## src/rtl/instr_loader_pkg.sv

```systemverilog
// Shared definitions for the instruction loader: word width and FSM encoding.
package instr_loader_pkg;

  localparam int IWIDTH = 32;

  typedef enum logic [1:0] {
    IDLE = 2'd0,
    LOAD = 2'd1,
    DONE = 2'd2
  } ld_state_e;

endpackage

```

## src/rtl/instr_loader_if.sv

```systemverilog
// Loader bus: upstream transmitter handshake, fetch-side pop port and status.
// Optional checksum output is present only when LOADER_CHECKSUM_EN is defined.
interface instr_loader_if #(
  parameter int CNT_W = 16
);
  import instr_loader_pkg::*;

  logic              l_i_start;
  logic              l_o_syn;
  logic [IWIDTH-1:0] l_i_instr;
  logic              l_i_ack;
  logic              l_i_last;
  logic              l_i_rd_en;
  logic [IWIDTH-1:0] l_o_instr;
  logic              l_o_valid;
  logic              l_o_full;
  logic              l_o_busy;
  logic              l_o_done;
  logic [CNT_W-1:0]  l_o_count;
  logic              l_o_ovf;
`ifdef LOADER_CHECKSUM_EN
  logic [IWIDTH-1:0] l_o_csum;
`endif

  // Driver side: transmitter + fetch unit (bench or surrounding logic).
  modport master (
    output l_i_start, l_i_instr, l_i_ack, l_i_last, l_i_rd_en,
`ifdef LOADER_CHECKSUM_EN
    input  l_o_csum,
`endif
    input  l_o_syn, l_o_instr, l_o_valid, l_o_full, l_o_busy, l_o_done,
           l_o_count, l_o_ovf
  );

  // Loader side.
  modport slave (
    input  l_i_start, l_i_instr, l_i_ack, l_i_last, l_i_rd_en,
`ifdef LOADER_CHECKSUM_EN
    output l_o_csum,
`endif
    output l_o_syn, l_o_instr, l_o_valid, l_o_full, l_o_busy, l_o_done,
           l_o_count, l_o_ovf
  );

endinterface

```

## src/rtl/instr_loader_fifo.sv

```systemverilog
// instr_fifo: show-ahead instruction buffer. Pointers carry one extra bit so
// full and empty are distinguishable; storage itself is not reset.
module instr_fifo
  import instr_loader_pkg::*;
#(
  parameter int DEPTH = 8,
  parameter int W     = IWIDTH
) (
  input  logic                     t_clk,
  input  logic                     t_rst,
  input  logic                     wr_en,
  input  logic [W-1:0]             wr_data,
  input  logic                     rd_en,
  output logic [W-1:0]             rd_data,
  output logic                     wr_ack,
  output logic                     rd_ack,
  output logic                     full,
  output logic                     empty,
  output logic [$clog2(DEPTH):0]   occ
);

  localparam int          AW      = $clog2(DEPTH);
  localparam logic [AW:0] DEPTH_P = (AW+1)'(DEPTH);

  logic [W-1:0] mem [DEPTH];
  logic [AW:0]  wptr, rptr;

  assign occ   = wptr - rptr;
  assign full  = (occ == DEPTH_P);
  assign empty = (wptr == rptr);

  // A pop in the same cycle frees the slot, so a write at full still lands.
  assign rd_ack = rd_en && !empty;
  assign wr_ack = wr_en && (!full || rd_ack);

  // Empty buffer reads as zero rather than stale storage.
  assign rd_data = empty ? '0 : mem[rptr[AW-1:0]];

  // Storage write, no reset needed.
  always_ff @(posedge t_clk) begin
    if (wr_ack) mem[wptr[AW-1:0]] <= wr_data;
  end

  // Pointer update, wrapping naturally on the extra-bit counter.
  always_ff @(posedge t_clk or negedge t_rst) begin
    if (!t_rst) begin
      wptr <= '0;
      rptr <= '0;
    end else begin
      if (wr_ack) wptr <= wptr + 1'b1;
      if (rd_ack) rptr <= rptr + 1'b1;
    end
  end

endmodule

```

## src/rtl/instr_loader.sv

```systemverilog
// instr_loader: pulls a program from an upstream transmitter into a buffer
// using a registered request (l_o_syn) with one word of credit for the
// transmitter's response latency. Optional feature macro: LOADER_CHECKSUM_EN
// adds a running XOR of the words captured in the current load.
module instr_loader
  import instr_loader_pkg::*;
#(
  parameter int FIFO_DEPTH = 8,
  parameter int CNT_W      = 16
) (
  input logic          t_clk,
  input logic          t_rst,
  instr_loader_if.slave bus
);

  localparam int          AW      = $clog2(FIFO_DEPTH);
  localparam logic [AW:0] SYN_MAX = (AW+1)'(FIFO_DEPTH-2);

  ld_state_e         state;
  logic              syn;
  logic              ovf;
  logic [CNT_W-1:0]  count;
  logic              wr_req, wr_ack, rd_ack, full, empty;
  logic [AW:0]       occ, occ_nxt;
  logic [IWIDTH-1:0] head;
`ifdef LOADER_CHECKSUM_EN
  logic [IWIDTH-1:0] csum;
`endif

  // Words offered outside LOAD are dropped before reaching the buffer.
  assign wr_req  = (state == LOAD) && bus.l_i_ack;
  assign occ_nxt = occ + {{AW{1'b0}}, wr_ack} - {{AW{1'b0}}, rd_ack};

  instr_fifo #(.DEPTH(FIFO_DEPTH), .W(IWIDTH)) u_fifo (
    .t_clk   (t_clk),
    .t_rst   (t_rst),
    .wr_en   (wr_req),
    .wr_data (bus.l_i_instr),
    .rd_en   (bus.l_i_rd_en),
    .rd_data (head),
    .wr_ack  (wr_ack),
    .rd_ack  (rd_ack),
    .full    (full),
    .empty   (empty),
    .occ     (occ)
  );

  // Load FSM with registered request, counter, overflow and checksum.
  always_ff @(posedge t_clk or negedge t_rst) begin
    if (!t_rst) begin
      state <= IDLE;
      syn   <= 1'b0;
      count <= '0;
      ovf   <= 1'b0;
`ifdef LOADER_CHECKSUM_EN
      csum  <= '0;
`endif
    end else begin
      if (wr_req && !wr_ack) ovf <= 1'b1;
      unique case (state)
        IDLE, DONE: begin
          if (bus.l_i_start) begin
            state <= LOAD;
            count <= '0;
            syn   <= (occ_nxt <= SYN_MAX);
`ifdef LOADER_CHECKSUM_EN
            csum  <= '0;
`endif
          end else begin
            syn <= 1'b0;
          end
        end
        LOAD: begin
          if (wr_ack) begin
            if (count != '1) count <= count + CNT_W'(1);
`ifdef LOADER_CHECKSUM_EN
            csum <= csum ^ bus.l_i_instr;
`endif
          end
          if (wr_ack && bus.l_i_last) begin
            state <= DONE;
            syn   <= 1'b0;
          end else begin
            syn <= (occ_nxt <= SYN_MAX);
          end
        end
        default: begin
          state <= IDLE;
          syn   <= 1'b0;
        end
      endcase
    end
  end

  assign bus.l_o_syn   = syn;
  assign bus.l_o_instr = head;
  assign bus.l_o_valid = !empty;
  assign bus.l_o_full  = full;
  assign bus.l_o_busy  = (state == LOAD);
  assign bus.l_o_done  = (state == DONE);
  assign bus.l_o_count = count;
  assign bus.l_o_ovf   = ovf;
`ifdef LOADER_CHECKSUM_EN
  assign bus.l_o_csum  = csum;
`endif

endmodule

```

## src/flat_wrapper.sv

```systemverilog
// flat-port wrapper written by rule: the top's interface ports become plain ports
module instr_loader_flat import instr_loader_pkg::*;
#(
  parameter int FIFO_DEPTH = 8,
  parameter int CNT_W      = 16
)
  (t_clk, t_rst, bus_l_i_start, bus_l_i_instr, bus_l_i_ack, bus_l_i_last, bus_l_i_rd_en, bus_l_o_syn, bus_l_o_instr, bus_l_o_valid, bus_l_o_full, bus_l_o_busy, bus_l_o_done, bus_l_o_count, bus_l_o_ovf);
  instr_loader_if #(.CNT_W(CNT_W)) bus_i ();
  input logic t_clk;
  input logic t_rst;
  input wire logic [$bits(bus_i.l_i_start)-1:0] bus_l_i_start;
  input wire logic [$bits(bus_i.l_i_instr)-1:0] bus_l_i_instr;
  input wire logic [$bits(bus_i.l_i_ack)-1:0] bus_l_i_ack;
  input wire logic [$bits(bus_i.l_i_last)-1:0] bus_l_i_last;
  input wire logic [$bits(bus_i.l_i_rd_en)-1:0] bus_l_i_rd_en;
  output wire logic [$bits(bus_i.l_o_syn)-1:0] bus_l_o_syn;
  output wire logic [$bits(bus_i.l_o_instr)-1:0] bus_l_o_instr;
  output wire logic [$bits(bus_i.l_o_valid)-1:0] bus_l_o_valid;
  output wire logic [$bits(bus_i.l_o_full)-1:0] bus_l_o_full;
  output wire logic [$bits(bus_i.l_o_busy)-1:0] bus_l_o_busy;
  output wire logic [$bits(bus_i.l_o_done)-1:0] bus_l_o_done;
  output wire logic [$bits(bus_i.l_o_count)-1:0] bus_l_o_count;
  output wire logic [$bits(bus_i.l_o_ovf)-1:0] bus_l_o_ovf;
  assign bus_i.l_i_start = bus_l_i_start;
  assign bus_i.l_i_instr = bus_l_i_instr;
  assign bus_i.l_i_ack = bus_l_i_ack;
  assign bus_i.l_i_last = bus_l_i_last;
  assign bus_i.l_i_rd_en = bus_l_i_rd_en;
  assign bus_l_o_syn = bus_i.l_o_syn;
  assign bus_l_o_instr = bus_i.l_o_instr;
  assign bus_l_o_valid = bus_i.l_o_valid;
  assign bus_l_o_full = bus_i.l_o_full;
  assign bus_l_o_busy = bus_i.l_o_busy;
  assign bus_l_o_done = bus_i.l_o_done;
  assign bus_l_o_count = bus_i.l_o_count;
  assign bus_l_o_ovf = bus_i.l_o_ovf;
  instr_loader #(.FIFO_DEPTH(FIFO_DEPTH), .CNT_W(CNT_W)) u_core (.t_clk(t_clk), .t_rst(t_rst), .bus(bus_i));
endmodule
```

## config.mk

```make
export PLATFORM = sky130hd
export DESIGN_NAME = instr_loader_flat
export DESIGN_NICKNAME = d
export VERILOG_FILES = /design/src/rtl/instr_loader_pkg.sv /design/src/rtl/instr_loader_if.sv /design/src/rtl/instr_loader_fifo.sv /design/src/rtl/instr_loader.sv /design/src/flat_wrapper.sv
export SDC_FILE = /design/constraint.sdc
export NUM_CORES = 1
export LEC_CHECK = 0
export CAP_MARGIN = 0
export CORE_UTILIZATION = 54
export CTS_BUF_LIST = sky130_fd_sc_hd__clkbuf_4
export DETAILED_ROUTE_END_ITERATION = 8
export PLACE_DENSITY = 0.85
export SKIP_LAST_GASP = 1
export SLEW_MARGIN = 10
export SYNTH_ARGS = -nofsm -noshare
export SYNTH_HDL_FRONTEND = slang
export SYNTH_SLANG_ARGS = --single-unit
```

## constraint.sdc

```tcl
create_clock -name t_clk -period 6.9 [get_ports t_clk]
set_input_delay 0.69 -clock t_clk [delete_from_list [all_inputs] [get_ports t_clk]]
set_output_delay 0.69 -clock t_clk [all_outputs]
set_load 0.02 [all_outputs]
```

==> flow_summary.toml <==
[clock_tree]
cts_setup_buffers = 0
h-tree-depth = 3
clk_latency_ns = 0.68
numCtsBuffers = 69
cts_hold_buf = 0
cts_tree = "yes"
cts_root_buffer = "clkbuf_4"
cts_resized = 0
clk_path_buf_depth = 3
clk_pin_slew_ns = 0.07
cts_num_sinks = 284

[cells_and_area]
utilization = 0.6633
instances_no_fill = 1097
layout.nets = 822
drive_above_1_share = 0.2352
area_delta_synth_final_pct = 19.10

[drt]
drt_iter0_drc = 497
drtPass1Iterations = 6
num_vias = 6498
ant_nets = 0
routedWlPerCell_um = 21.57
routed_wl_mm = 23.66
drc_errors = 0
vias_per_cell = 5.923

[sta]
layout_setup_ws_ns = 2.569
period_needed_ns = 4.331
clock_skew_ns = 0.03176
rsz0062_at_grt = "false"
finalSetupViolCount = 0
worst_slew_pin_slew_ns = 0.9742
clock.fmax_ghz = 0.2309
post-route-period-util = 0.6277
drv_slew = 0
final.setup.tns_ns = 0
hold_viol_final = 0
max_slew_margin = 0.3505
whs_ns = 0.4241

[synthesis]
netlist_area_um2 = 11380
ys.flop_type = "edfxtp_1"
ys_seq_area_frac = 0.7373
synth_most_common_cell = "edfxtp_1"
synth_cell_types = 44
ys_warn_count = 0
ys_ff_latch = 284
synth_area_leader_cell = "edfxtp_1"
synth_common_cells = "edfxtp_1 (256), nand2_1 (79), mux4_2 (64)"
yosys.area.top_type_share = 0.6757
synth-edff-count = 256
synth_area_per_cell_um2 = 18.12
async_flop_share = 0.09859
netlist_top_cells_area = "edfxtp_1 (68%), mux4_2 (13%), dfrtp_1 (6.2%)"
netlist_instances = 628
synth_nets = 679

[worst_setup_path]
worst-path-max-fanout = 44
crit_type = "flip-flop to output port"
crit_arrival_ns = 3.64
startpoint_type = "flip-flop"
crit_chain = "buf_4 > mux4_2 > nand2_1 > a21oi_1 > clkdlybuf4s50_1"
crit_family = "buffers and inverters"
endpoint_kind = "output port"
cp_num_buf_inv = 2
cp_slowest_cell = "buf_4"
cpPeakStageDelay_ns = 0.78
crit_required_ns = 6.21

[global_routing]
antenna_found_initial = 2
grt_usage = 0.2286
first_global_vias = 6957
grt.overflow.total = 0
grt_max_degree = 67
grt_pass1_wl_mm = 36.94

[flow_run]
cap_violations = 0

[pwr]
power_density_nw_per_um2 = 436.4
leakage_nw = 4.617
vdd_ir_drop_max_uv = 260.2

[floorplanning]
start_util = 0.5569
die-area_um2 = 21650
core_area_um2 = 20430
die_h_um = 147.2
rows = 52
io_pins = 92
die_width_um = 147.2

[status]
status = "completed"

[hold_path]
hold_path.class = "input port to asynchronous set/reset pin"

[placed_design]
pre_cts_slack_ns = 3.016
io_buffers = 91
hpwl_mm = 13.16
dp.cells = 970
place.gp.congestion = 0.8167
## worst paths after layout
| check | startpoint | to | slack (ns) | cells after the start |
|---|---|---|---|---|
| max in group asynchronous | t_rst | u_core.u_fifo.rptr[0] | 6.18 | 2 |
| hold / removal | t_rst | u_core.u_fifo.rptr[0] | 0.42 | 2 |
| hold reg to reg | u_core.u_fifo.wptr[3] | u_core.u_fifo.wptr[3] | 0.49 | 1 |
| setup reg to reg | u_core.u_fifo.rptr[0] | u_core.u_fifo.mem[6][28] | 2.99 | 11 |
| setup / recovery | u_core.u_fifo.rptr[0] | bus_l_o_instr[15] | 2.57 | 5 |
| min in group t_clk | u_core.u_fifo.wptr[3] | u_core.u_fifo.wptr[3] | 0.49 | 1 |
## where the power goes
part           total (mW)  internal (mW)  switching [mW]
clock network        1.40          0.747           0.649
registers            2.21           2.08           0.132
logic                2.31           1.05            1.26
total                5.91           3.88            2.04
## routing by layer
metal	share of wire	wire length [µm]	vias up	track usage
li1	-	-	2836	-
met1	0.38	8903	3292	0.2748
met2	0.53	12550	312	0.3917
met3	0.066	1569	58	0.05093
met4	0.027	642	0	0.1119
met5	0	0	-	0
## final cells by class
cell class / instances / area [µm²]
repair buffers: 104 / 1008
clock inverters: 25 / 157.7
multi-input cells: 294 / 2830
diodes: 2 / 5.005
clock buffers: 100 / 750.7
flip-flops and latches: 284 / 8393
fillers: 1333 / 6879
inverters: 18 / 67.56
well taps: 270 / 337.8
## worst reg2reg max path: stages (launching register included)
cell and delay, ns:
dfrtp_4 0.74, ha_1 0.23, inv_1 0.06, fa_1 0.39, xnor2_1 0.17, ha_1 0.20
and3b_1 0.22, a21o_2 0.30, inv_1 0.32, nand2_1 0.21, nor3b_2 0.20, buf_4 0.48
## cell usage in the layout, fill, tap and decap left out, types with 3 or more instances in the layout
cell / instances
edfxtp_1: 256
clkbuf_4: 100
clkdlybuf4s50_1: 91
nand2_1: 79
mux4_2: 64
a21oi_1: 45
dfrtp_1: 26
clkinv_1: 20
inv_1: 17
nand3_1: 13
buf_4: 13
ha_1: 11
xnor2_1: 8
o31ai_1: 8
or4_1: 7
nor2_1: 6
or3_1: 5
nand4_1: 4
nand2b_1: 3
xor2_1: 3
a21o_1: 3
nor3_2: 3
mux2i_1: 3
## state kept, by name (all words and copies together) (netlist names)
signal                cells
u_core.bus.l_o_count     16
u_core.u_fifo.wptr        4
u_core.bus.l_o_ovf        1
u_core.u_fifo.rptr        4
u_core.bus.l_o_syn        1
u_core.u_fifo.mem       256
u_core.state              2
## cells by family (layout without fill, tap and decap cells)
logic type	count (synthesis)	count (layout)	share of synthesized area
other	0	2	0
AO/OA/AOI/OAI	72	72	0.03893
buffers and inverters	50	247	0.01738
multiplexers	67	67	0.1293
adder cells (fa/ha/maj)	13	13	0.01562
flip-flops	284	284	0.7373
AND/OR/NAND/NOR	131	131	0.05301
XOR/XNOR	11	11	0.008469
## per-stage QoR
step                      total power [mW]  cell area [µm²]
final                                5.914            13550
after global routing                 6.232            13550
after CTS                            5.966            13550
after detailed placement             4.551            12640
after global placement               4.461            12640
after floorplan                      3.703            11380
No activity file was read; power rests on OpenSTA's default activity.
